[src/rtl/dmem_line_pkg.sv]
// Shared types and geometry helpers for the data-memory line responder.
package dmem_line_pkg;

    localparam int unsigned WordW     = 32;
    localparam int unsigned ByteLanes = 4;

    typedef enum logic [1:0] {
        StIdle,
        StResp,
        StWb,
        StFill
    } dmem_state_t;

    // Number of byte-offset bits covered by one line.
    function automatic int unsigned line_byte_w(input int unsigned beats,
                                                input int unsigned beat_w);
        return $clog2(beats * beat_w / 8);
    endfunction

    // Word-offset width: byte offset minus the two ignored byte bits.
    function automatic int unsigned word_off_w(input int unsigned beats,
                                               input int unsigned beat_w);
        return line_byte_w(beats, beat_w) - 2;
    endfunction

    function automatic int unsigned tag_w(input int unsigned beats, input int unsigned beat_w);
        return 32 - line_byte_w(beats, beat_w);
    endfunction

endpackage

[src/rtl/dmem_line_responder_line_merge.sv]
// Combinational byte-lane merge of a core write into a line, plus read word select.
module line_merge
    import dmem_line_pkg::*;
#(
    parameter int unsigned LineW = 256,
    parameter int unsigned OffW  = 3
) (
    input  logic [LineW-1:0] line_i,
    input  logic [OffW-1:0]  word_off_i,
    input  logic [3:0]       be_i,
    input  logic [31:0]      wdata_i,
    output logic [LineW-1:0] line_o,
    output logic [31:0]      rword_o
);

    logic [31:0] word_base;

    assign word_base = 32'(word_off_i) * WordW;
    assign rword_o   = line_i[word_base +: WordW];

    // Overwrite only the enabled byte lanes of the addressed word.
    always_comb begin
        line_o = line_i;
        for (int b = 0; b < ByteLanes; b++) begin
            if (be_i[b]) begin
                line_o[word_base + 32'(b) * 8 +: 8] = wdata_i[b*8 +: 8];
            end
        end
    end

endmodule

[src/rtl/dmem_line_responder.sv]
// Single-entry write-back line buffer serving the core data port.
// Optional DMEM_LINE_STATS_EN adds saturating hit/miss counters.
module dmem_line_responder
    import dmem_line_pkg::*;
#(
    parameter int unsigned BEATS  = 4,
    parameter int unsigned BEAT_W = 64
) (
    input  logic              clk_i,
    input  logic              rst_ni,
    input  logic [31:0]       mem_address_i,
    input  logic              mem_read_i,
    input  logic              mem_write_i,
    input  logic [3:0]        mem_byte_enable_i,
    input  logic [31:0]       mem_wdata_i,
    output logic [31:0]       mem_rdata_o,
    output logic              mem_resp_o,
    output logic [31:0]       pmem_address_o,
    output logic              pmem_read_o,
    output logic              pmem_write_o,
    output logic [BEAT_W-1:0] pmem_wdata_o,
    input  logic [BEAT_W-1:0] pmem_rdata_i,
    input  logic              pmem_resp_i
`ifdef DMEM_LINE_STATS_EN
    ,
    output logic [31:0]       hit_count_o,
    output logic [31:0]       miss_count_o
`endif
);

    localparam int unsigned LineW = BEATS * BEAT_W;
    localparam int unsigned LbW   = line_byte_w(BEATS, BEAT_W);
    localparam int unsigned OffW  = word_off_w(BEATS, BEAT_W);
    localparam int unsigned TagW  = tag_w(BEATS, BEAT_W);
    localparam int unsigned CntW  = $clog2(BEATS);
    localparam logic [CntW-1:0] LastBeat = CntW'(BEATS - 1);

    dmem_state_t     state_q, state_d;
    logic            valid_q, valid_d;
    logic            dirty_q, dirty_d;
    logic [TagW-1:0] tag_q, tag_d;
    logic [TagW-1:0] miss_tag_q, miss_tag_d;
    logic [CntW-1:0] cnt_q, cnt_d;
    logic [31:0]     rdata_q, rdata_d;
    logic [LineW-1:0] line_q;

    logic [TagW-1:0]  req_tag;
    logic [OffW-1:0]  req_off;
    logic             req, hit;
    logic [LineW-1:0] merged_line;
    logic [31:0]      rword;
    logic [31:0]      beat_base;
    logic             line_wr_en, beat_wr_en, fill_done, hit_evt, miss_evt;
    logic             unused_addr;

    assign req_tag     = mem_address_i[31:LbW];
    assign req_off     = mem_address_i[LbW-1:2];
    assign unused_addr = ^mem_address_i[1:0];
    assign req         = mem_read_i | mem_write_i;
    assign hit         = valid_q && (tag_q == req_tag);
    assign beat_base   = 32'(cnt_q) * BEAT_W;

    line_merge #(
        .LineW (LineW),
        .OffW  (OffW)
    ) u_line_merge (
        .line_i     (line_q),
        .word_off_i (req_off),
        .be_i       (mem_byte_enable_i),
        .wdata_i    (mem_wdata_i),
        .line_o     (merged_line),
        .rword_o    (rword)
    );

    // Next-state logic; both read and write set means write.
    always_comb begin
        state_d    = state_q;
        valid_d    = valid_q;
        dirty_d    = dirty_q;
        tag_d      = tag_q;
        miss_tag_d = miss_tag_q;
        cnt_d      = cnt_q;
        rdata_d    = rdata_q;
        line_wr_en = 1'b0;
        beat_wr_en = 1'b0;
        fill_done  = 1'b0;
        hit_evt    = 1'b0;
        miss_evt   = 1'b0;
        unique case (state_q)
            StIdle: begin
                if (req) begin
                    if (hit) begin
                        state_d = StResp;
                        hit_evt = 1'b1;
                        if (mem_write_i) begin
                            line_wr_en = 1'b1;
                            dirty_d    = 1'b1;
                        end else begin
                            rdata_d = rword;
                        end
                    end else begin
                        miss_evt   = 1'b1;
                        miss_tag_d = req_tag;
                        state_d    = dirty_q ? StWb : StFill;
                    end
                end
            end
            StResp: state_d = StIdle;
            StWb: begin
                if (pmem_resp_i) begin
                    cnt_d = cnt_q + CntW'(1);
                    if (cnt_q == LastBeat) begin
                        cnt_d   = '0;
                        dirty_d = 1'b0;
                        state_d = StFill;
                    end
                end
            end
            StFill: begin
                if (pmem_resp_i) begin
                    beat_wr_en = 1'b1;
                    cnt_d      = cnt_q + CntW'(1);
                    if (cnt_q == LastBeat) begin
                        cnt_d     = '0;
                        valid_d   = 1'b1;
                        tag_d     = miss_tag_q;
                        fill_done = 1'b1;
                        state_d   = StIdle;
                    end
                end
            end
            default: state_d = StIdle;
        endcase
    end

    // Control state; reset abandons any burst in flight.
    always_ff @(posedge clk_i or negedge rst_ni) begin
        if (!rst_ni) begin
            state_q    <= StIdle;
            valid_q    <= 1'b0;
            dirty_q    <= 1'b0;
            tag_q      <= '0;
            miss_tag_q <= '0;
            cnt_q      <= '0;
            rdata_q    <= '0;
        end else begin
            state_q    <= state_d;
            valid_q    <= valid_d;
            dirty_q    <= dirty_d;
            tag_q      <= tag_d;
            miss_tag_q <= miss_tag_d;
            cnt_q      <= cnt_d;
            rdata_q    <= rdata_d;
        end
    end

    // Line storage is deliberately not reset.
    always_ff @(posedge clk_i) begin
        if (line_wr_en) begin
            line_q <= merged_line;
        end else if (beat_wr_en) begin
            line_q[beat_base +: BEAT_W] <= pmem_rdata_i;
        end
    end

    // Outputs decoded from the current state.
    always_comb begin
        mem_rdata_o    = rdata_q;
        mem_resp_o     = (state_q == StResp);
        pmem_read_o    = (state_q == StFill);
        pmem_write_o   = (state_q == StWb);
        pmem_address_o = '0;
        pmem_wdata_o   = '0;
        if (state_q == StWb) begin
            pmem_address_o = {tag_q, {LbW{1'b0}}};
            pmem_wdata_o   = line_q[beat_base +: BEAT_W];
        end else if (state_q == StFill) begin
            pmem_address_o = {miss_tag_q, {LbW{1'b0}}};
        end
    end

`ifdef DMEM_LINE_STATS_EN
    logic [31:0] hit_cnt_q, miss_cnt_q;
    logic        refill_q;

    // The completion that follows a fill is part of the miss, not a new hit.
    always_ff @(posedge clk_i or negedge rst_ni) begin
        if (!rst_ni) begin
            hit_cnt_q  <= '0;
            miss_cnt_q <= '0;
            refill_q   <= 1'b0;
        end else begin
            refill_q <= fill_done;
            if (hit_evt && !refill_q && (hit_cnt_q != '1)) hit_cnt_q <= hit_cnt_q + 32'd1;
            if (miss_evt && (miss_cnt_q != '1)) miss_cnt_q <= miss_cnt_q + 32'd1;
        end
    end

    assign hit_count_o  = hit_cnt_q;
    assign miss_count_o = miss_cnt_q;
`else
    logic unused_stats;
    assign unused_stats = fill_done ^ hit_evt ^ miss_evt;
`endif

endmodule

[config.mk]
export PLATFORM = sky130hd
export DESIGN_NAME = dmem_line_responder
export DESIGN_NICKNAME = d
export VERILOG_FILES = /design/src/rtl/dmem_line_pkg.sv /design/src/rtl/dmem_line_responder_line_merge.sv /design/src/rtl/dmem_line_responder.sv
export SDC_FILE = /design/constraint.sdc
export NUM_CORES = 1
export LEC_CHECK = 0
export BUFFER_PORTS_ARGS = -buffer_cell sky130_fd_sc_hd__buf_2
export CORE_MARGIN = 2
export CORE_UTILIZATION = 40
export CTS_CLUSTER_SIZE = 8
export DETAILED_ROUTE_END_ITERATION = 8
export GPL_TIMING_DRIVEN = 0
export RECOVER_POWER = 25
export SLEW_MARGIN = 25
export SYNTH_ARGS = -nofsm -noshare
export SYNTH_HDL_FRONTEND = slang
export SYNTH_SLANG_ARGS = --single-unit
[constraint.sdc]
create_clock -name clk_i -period 4.4 [get_ports clk_i]
set_input_delay 1.32 -clock clk_i [delete_from_list [all_inputs] [get_ports clk_i]]
set_output_delay 1.32 -clock clk_i [all_outputs]
set_load 0.1 [all_outputs]
==> results.toml, run 1 <==
[status]
status = "finished with violations"
violations = "max-capacitance violations, max-slew violations, negative setup slack"

[route]
num_vias = 17300
vias_per_cell = 5.82
wire_per_inst_um = 26.6
dr.pass1.iters = 5
ant_nets = 0
met2_length_um = 38000
drt-total-wl_um = 79100
dr.max_layer_used = "met5"
wl_met3_um = 7420
drt-initial-drc-count = 2032
wl_met1_um = 29800
drc = 0

[grt]
grt_overflow = 0
grt_pass1_wl_um = 114000
track_usage_pct = 27.8
grt_pass1_vias = 17500
antenna_found_initial = 9
grt_max_degree = 70

[logic_synthesis]
synth_top_family_by_area = "multiplexers"
syn_area_per_cell_sq_um = 11.2
yosysSeqAreaShare_pct = 46.0
synth-adder-area-share_pct = 0.576
synth_warnings = 0
synth_cells = 1938
synth_compound_area_share_pct = 1.48
yosys.area_share.simple_pct = 15.9
synthMuxAreaShare_pct = 30.8
synth-seq-cells = 348
yosys.area_share.xor_xnor_pct = 1.13
netlist_area_sq_um = 21700
netlist-cell-type-count = 39

[final_layout]
final_area_sq_um = 25500
layout_commonest_cell = "nand2_1"
layout_common_cells = "nand2_1, mux2i_1, edfxtp_1"
drive_gt1_share_pct = 25.0
nets = 2386
utilization_pct = 47.4
area_growth_pct = 17.3

[floorplanning]
die_h_um = 237
row_count = 85
die_w_um = 237
die_area_sq_um = 56200
initial_utilization_pct = 40.4
boundaryPins = 268
core_sq_um = 53700

[sta]
clock.fmax_mhz = 223
final_hold_viol_count = 0
fin_crit_ns = 4.49
grt_setup_unrepaired = "true"
tns_ns = -0.232
drv_slew = 95
maxSlewHeadroom_pct = -31.5
worst_slack_ns = -0.0852
fin_skew_ns = 0.0464
setup_viol = 10
worst_slew_pin_slew_ns = 1.97
hold_ws_ns = 0.492
finalCritPeriodShare_pct = 102

[pwr]
p_per_area_nw_per_um2 = 673
p_leak_nw = 10.9
ir_worst_vdd_uv = 525

[worst_setup_path]
worstSetupPathType = "reg -> out"
critPathBufInv = 3
crit_slowest_cell = "clkbuf_1"
critPathMaxStageDelay_ns = 0.73
required_ns = 3.08
start_kind = "register"
path_cells = "clkbuf_2 -> clkbuf_1 -> mux4_2 -> and2_1 -> buf_2"
cp-end-kind = "output pin"
crit_arrival_ns = 3.17
crit_family = "buffers and inverters"
path_max_fanout = 10

[clock_network]
clk_pin_slew_ns = 0.05
cts-root-buf = "clkbuf_16"
tritoncts = "done"
cts_sinks = 348
cts_hold_buf = 0
clockBufferDepth = 3
htreeDepth = 2
clock_latency_ns = 0.62
cts_buffers = 49

[placement]
place_congestion = 0.931
place_hpwl_um = 56700
pre_cts_ws_ns = -1.54
dpl-instance-area_sq_um = 24000
io_buffers = 227

[min_path]
hold_path_class = "reg -> reg"

[job]
drv_cap = 2
==> worst register-to-register path, stage by stage (launching register included) <==
cell	delay, ns
dfrtp_1	0.44
clkbuf_2	0.38
clkbuf_1	0.73
inv_1	0.18
ha_1	0.39
nor4b_1	0.29
clkbuf_1	0.65
clkbuf_1	0.71
nand2_1	0.14
mux2i_1	0.19
==> final timing paths <==
kind                                    end  cells past startpoint            from  slack, ns
hold / removal               mem_rdata_o[6]                      1  mem_rdata_o[6]       0.49
hold reg to reg              mem_rdata_o[6]                      1  mem_rdata_o[6]       0.49
setup reg to reg                line_q[208]                      9        cnt_q[1]       0.15
setup / recovery           pmem_wdata_o[56]                      5        cnt_q[1]      -0.09
max in group asynchronous          tag_q[1]                      2          rst_ni       0.42
min in group asynchronous   mem_rdata_o[31]                      1          rst_ni       1.27
==> Yosys cell counts (all sizes together) <==
cell       n  share of area [%]
mux2      87                4.5
nor3       8               0.18
nor4       3               0.12
mux2i    283                 13
ha        10               0.58
or4        2              0.069
dfrtp     92                 11
a21oi      2              0.046
nor4bb     1              0.046
clkbuf    87                1.5
and2      68                2.0
a2111oi    1              0.046
a21o       4               0.14
conb       1              0.017
nand3b     2              0.069
nor2      26               0.45
nand3     32               0.74
nand2b     6               0.17
o211ai     1              0.035
and3       1              0.029
mux4     128                 13
o31ai      2              0.069
nand4      9               0.26
o21ai     48                1.1
a21boi     1              0.035
edfxtp   256                 35
or2        1              0.029
xnor2     28                1.1
nor3b      3               0.10
nor4b      3               0.12
buf       86                2.5
inv        6               0.10
nor2b     28               0.81
nand2    622                 11
==> registers in the layout (all words and copies together) (netlist names) <==
register and count:
cnt_q 2, tag_q 27, valid_q 1, state_q 2, dirty_q 1, miss_tag_q 27
line_q 256, mem_rdata_o 32
==> power by group <==
| group | internal (mW) | total, mW | switching [mW] |
|---|---|---|---|
| Clock | 2.08 | 3.60 | 1.52 |
| Sequential | 4.20 | 4.54 | 0.337 |
| Combinational | 2.17 | 9.01 | 6.84 |
==> per-stage QoR <==
stage / power [mW] / instances
2_1_floorplan: 11.4 / 1942
3_3_place_gp: 13.4 / 2865
3_5_place_dp: 13.5 / 2883
4_1_cts: 17.2 / 2967
5_1_grt: 17.7 / 2971
6_report: 17.1 / 2973
==> layer usage <==
| layer | vias to the layer above | global-route usage (%) |
|---|---|---|
| met4 | 14 | 13.5 |
| met1 | 8537 | 34.6 |
| met5 | - | 0 |
| met3 | 221 | 5.81 |
| met2 | 1030 | 46.3 |
| li1 | 7489 | - |
==> area by class of cell <==
cell class / count / area, sq um
diodes: 4 / 10.0
well taps: 696 / 871
repair buffers: 247 / 1260
clock buffers: 82 / 1360
clock inverters: 3 / 41.3
plain buffers: 172 / 897
fillers: 4920 / 28200
flip-flops and latches: 348 / 9990
inverters: 6 / 22.5
multi-input cells: 1415 / 11000
==> logic make-up (layout without fill, tap and decap cells) <==
logic type      count (synthesis)  after routing
xor+xnor                       28             28
compound gates                 59             59
mux                           498            498
flops                         348            348
fa+ha+maj                      10             10
other cells                     1              9
buf+inv                       179            510
simple gates                  815            815
==> what timing repair did <==
action | CTS | global route
pin swaps | 0 | 1
endpoints found under the setup margin | 157 | 72
gates cloned | 0 | 0
resized for setup | 29 | 9
buffers inserted | 0 | 2
No activity file was read; power rests on OpenSTA's default activity.
==> inputs of run 2 (changes only) <==
HOLD_SLACK_MARGIN = 0.15   (was unset)
TNS_END_PERCENT = 20   (was unset)
clock period = 3.9 ns   (was 4.4 ns; I/O delays follow)
==> run 2 against run 1 <==
Compared with the run above: the flow still finishes with violations (max-capacitance violations, max-slew violations, negative setup slack); sequential power is 13% higher; register-to-register slack worse by 0.02 ns; die area stayed put; global-route usage is 0.17 points lower; utilization is 0.58 points higher; largest cell class unchanged; largest power group unchanged.
==> results.toml, run 2 (same netlist as run 1, synthesis figures left out) <==
[placement]
place_hpwl_um = 56300
pre_cts_ws_ns = -1.21
io_buffers = 227
place_congestion = 0.940

[final_layout]
largest_reg_flops = 256
fillers = 4862
area_growth_pct = 18.7
top_register = "line_q"
drive_gt1_share_pct = 25.6
layout_commonest_cell = "nand2_1"
nets = 2385
layout_common_cells = "nand2_1, mux2i_1, edfxtp_1"

[sta]
drv_slew = 25
maxSlewHeadroom_pct = -32.5
worst_slew_pin_slew_ns = 1.99
grt_setup_unrepaired = "true"
setup_viol = 90
final_hold_viol_count = 0
fin_crit_ns = 4.01
finalCritPeriodShare_pct = 103
worst_slack_ns = -0.106
tns_ns = -4.14
clock.fmax_mhz = 250
fin_skew_ns = 0.0362

[floorplanning]
row_count = 85
die_w_um = 237
initial_utilization_pct = 40.4
boundaryPins = 268
die_area_sq_um = 56200
core_sq_um = 53700
die_h_um = 237

[clock_network]
tritoncts = "done"
cts_sinks = 348
clock_latency_ns = 0.61
cts_buffers = 50
clockBufferDepth = 3
htreeDepth = 2
clk_pin_slew_ns = 0.05
cts-root-buf = "clkbuf_16"
cts_hold_buf = 0

[grt]
antenna_found_initial = 8
grt_pass1_wl_um = 113000
grt_overflow = 0
grt_pass1_vias = 17400
track_usage_pct = 27.7
grt_max_degree = 70

[route]
drt-initial-drc-count = 2073
ant_nets = 0
vias_per_cell = 5.83
wire_per_inst_um = 26.5
drc = 0
num_vias = 17300
drt-total-wl_um = 79000
dr.pass1.iters = 7

[status]
violations = "max-capacitance violations, max-slew violations, negative setup slack"
status = "finished with violations"

[worst_setup_path]
path_max_fanout = 10
required_ns = 4.11
worstSetupPathType = "in -> reg"
cp-end-kind = "register"
crit_arrival_ns = 4.22
start_kind = "primary input"
rrSetupSlack_ns = 0.13

[pwr]
power_frac_seq_pct = 26.0
share_comb_of_total_power_pct = 52.6
p_leak_nw = 11.0
p_sw_mw = 9.81
ir_worst_vdd_uv = 611
p_int_mw = 9.94
clkPwrFrac_pct = 21.5
finalPower_mw = 19.8
netSwitchingFraction_pct = 49.7
p_per_area_nw_per_um2 = 766

[min_path]
hold_path_class = "reg -> reg"

[job]
drv_cap = 1
## run 2: stage by stage
| step | cells | utilization [%] | instance area (sq um) | hold WS, ns |
|---|---|---|---|---|
| floorplan | 1942 | - | 21800 | 0.456 |
| global route | 2973 | 48.0 | 25800 | 0.503 |
| detailed placement | 2881 | 44.8 | 24000 | 0.474 |
| finish | 2975 | 48.0 | 25800 | 0.490 |
| global placement | 2865 | 44.3 | 23800 | 0.465 |
| CTS | 2970 | 48.0 | 25800 | 0.448 |
## run 2: worst max-delay path, stage by stage
cell	delay (ns)
buf_2	0.12
xnor2_1	0.31
nand4_1	0.12
or4_1	0.58
or4_1	0.48
buf_2	0.26
clkbuf_1	0.41
o21ai_2	0.75
## run 2: worst paths after layout
path                                         from        endpoint  cells past startpoint
worst max-delay path            mem_address_i[29]      line_q[74]                      8
worst min-delay path               mem_rdata_o[6]  mem_rdata_o[6]                      1
worst max register to register           cnt_q[1]     line_q[231]                      9
worst min register to register     mem_rdata_o[6]  mem_rdata_o[6]                      1
max in group asynchronous                  rst_ni       tag_q[20]                      2
min in group asynchronous                  rst_ni  mem_rdata_o[5]                      1
## run 2: what timing repair did
action                                  in CTS  in global routing
pin swaps                                    2                  2
endpoints found under the setup margin     388                267
setup buffers                                2                  2
resized for setup                           95                 12
## run 2: power by group through the flow
stage | Combinational, mW | Sequential [mW] | Clock (mW)
after floorplan | 7.83 | 5.04 | 0
after global placement | 9.91 | 5.15 | 0
after detailed placement | 10.1 | 5.18 | 0
after CTS | 10.3 | 5.12 | 4.27
after global routing | 10.7 | 5.19 | 4.40
final | 10.4 | 5.13 | 4.24
## run 2: final cells by class
| type | instances | area (sq um) | area share (%) |
|---|---|---|---|
| Inverter | 6 | 22.5 | 0.0874 |
| Multi-Input combinational cell | 1415 | 11100 | 42.9 |
| Clock buffer | 85 | 1430 | 5.56 |
| Clock inverter | 3 | 62.6 | 0.243 |
| Antenna cell | 5 | 12.5 | 0.0485 |
| Sequential cell | 348 | 9990 | 38.8 |
| Tap cell | 696 | 871 | 3.38 |
| Buffer | 170 | 915 | 3.55 |
| Timing Repair Buffer | 247 | 1410 | 5.47 |
## run 2: metal layers
layer,vias up,routed length (um),track usage (%),share of wire [%]
met4,10,3730,14.0,4.7
met2,1018,37800,45.5,48
met5,-,69,0,0.087
met3,210,7380,5.33,9.3
li1,7499,-,-,-
met1,8600,30000,34.9,38
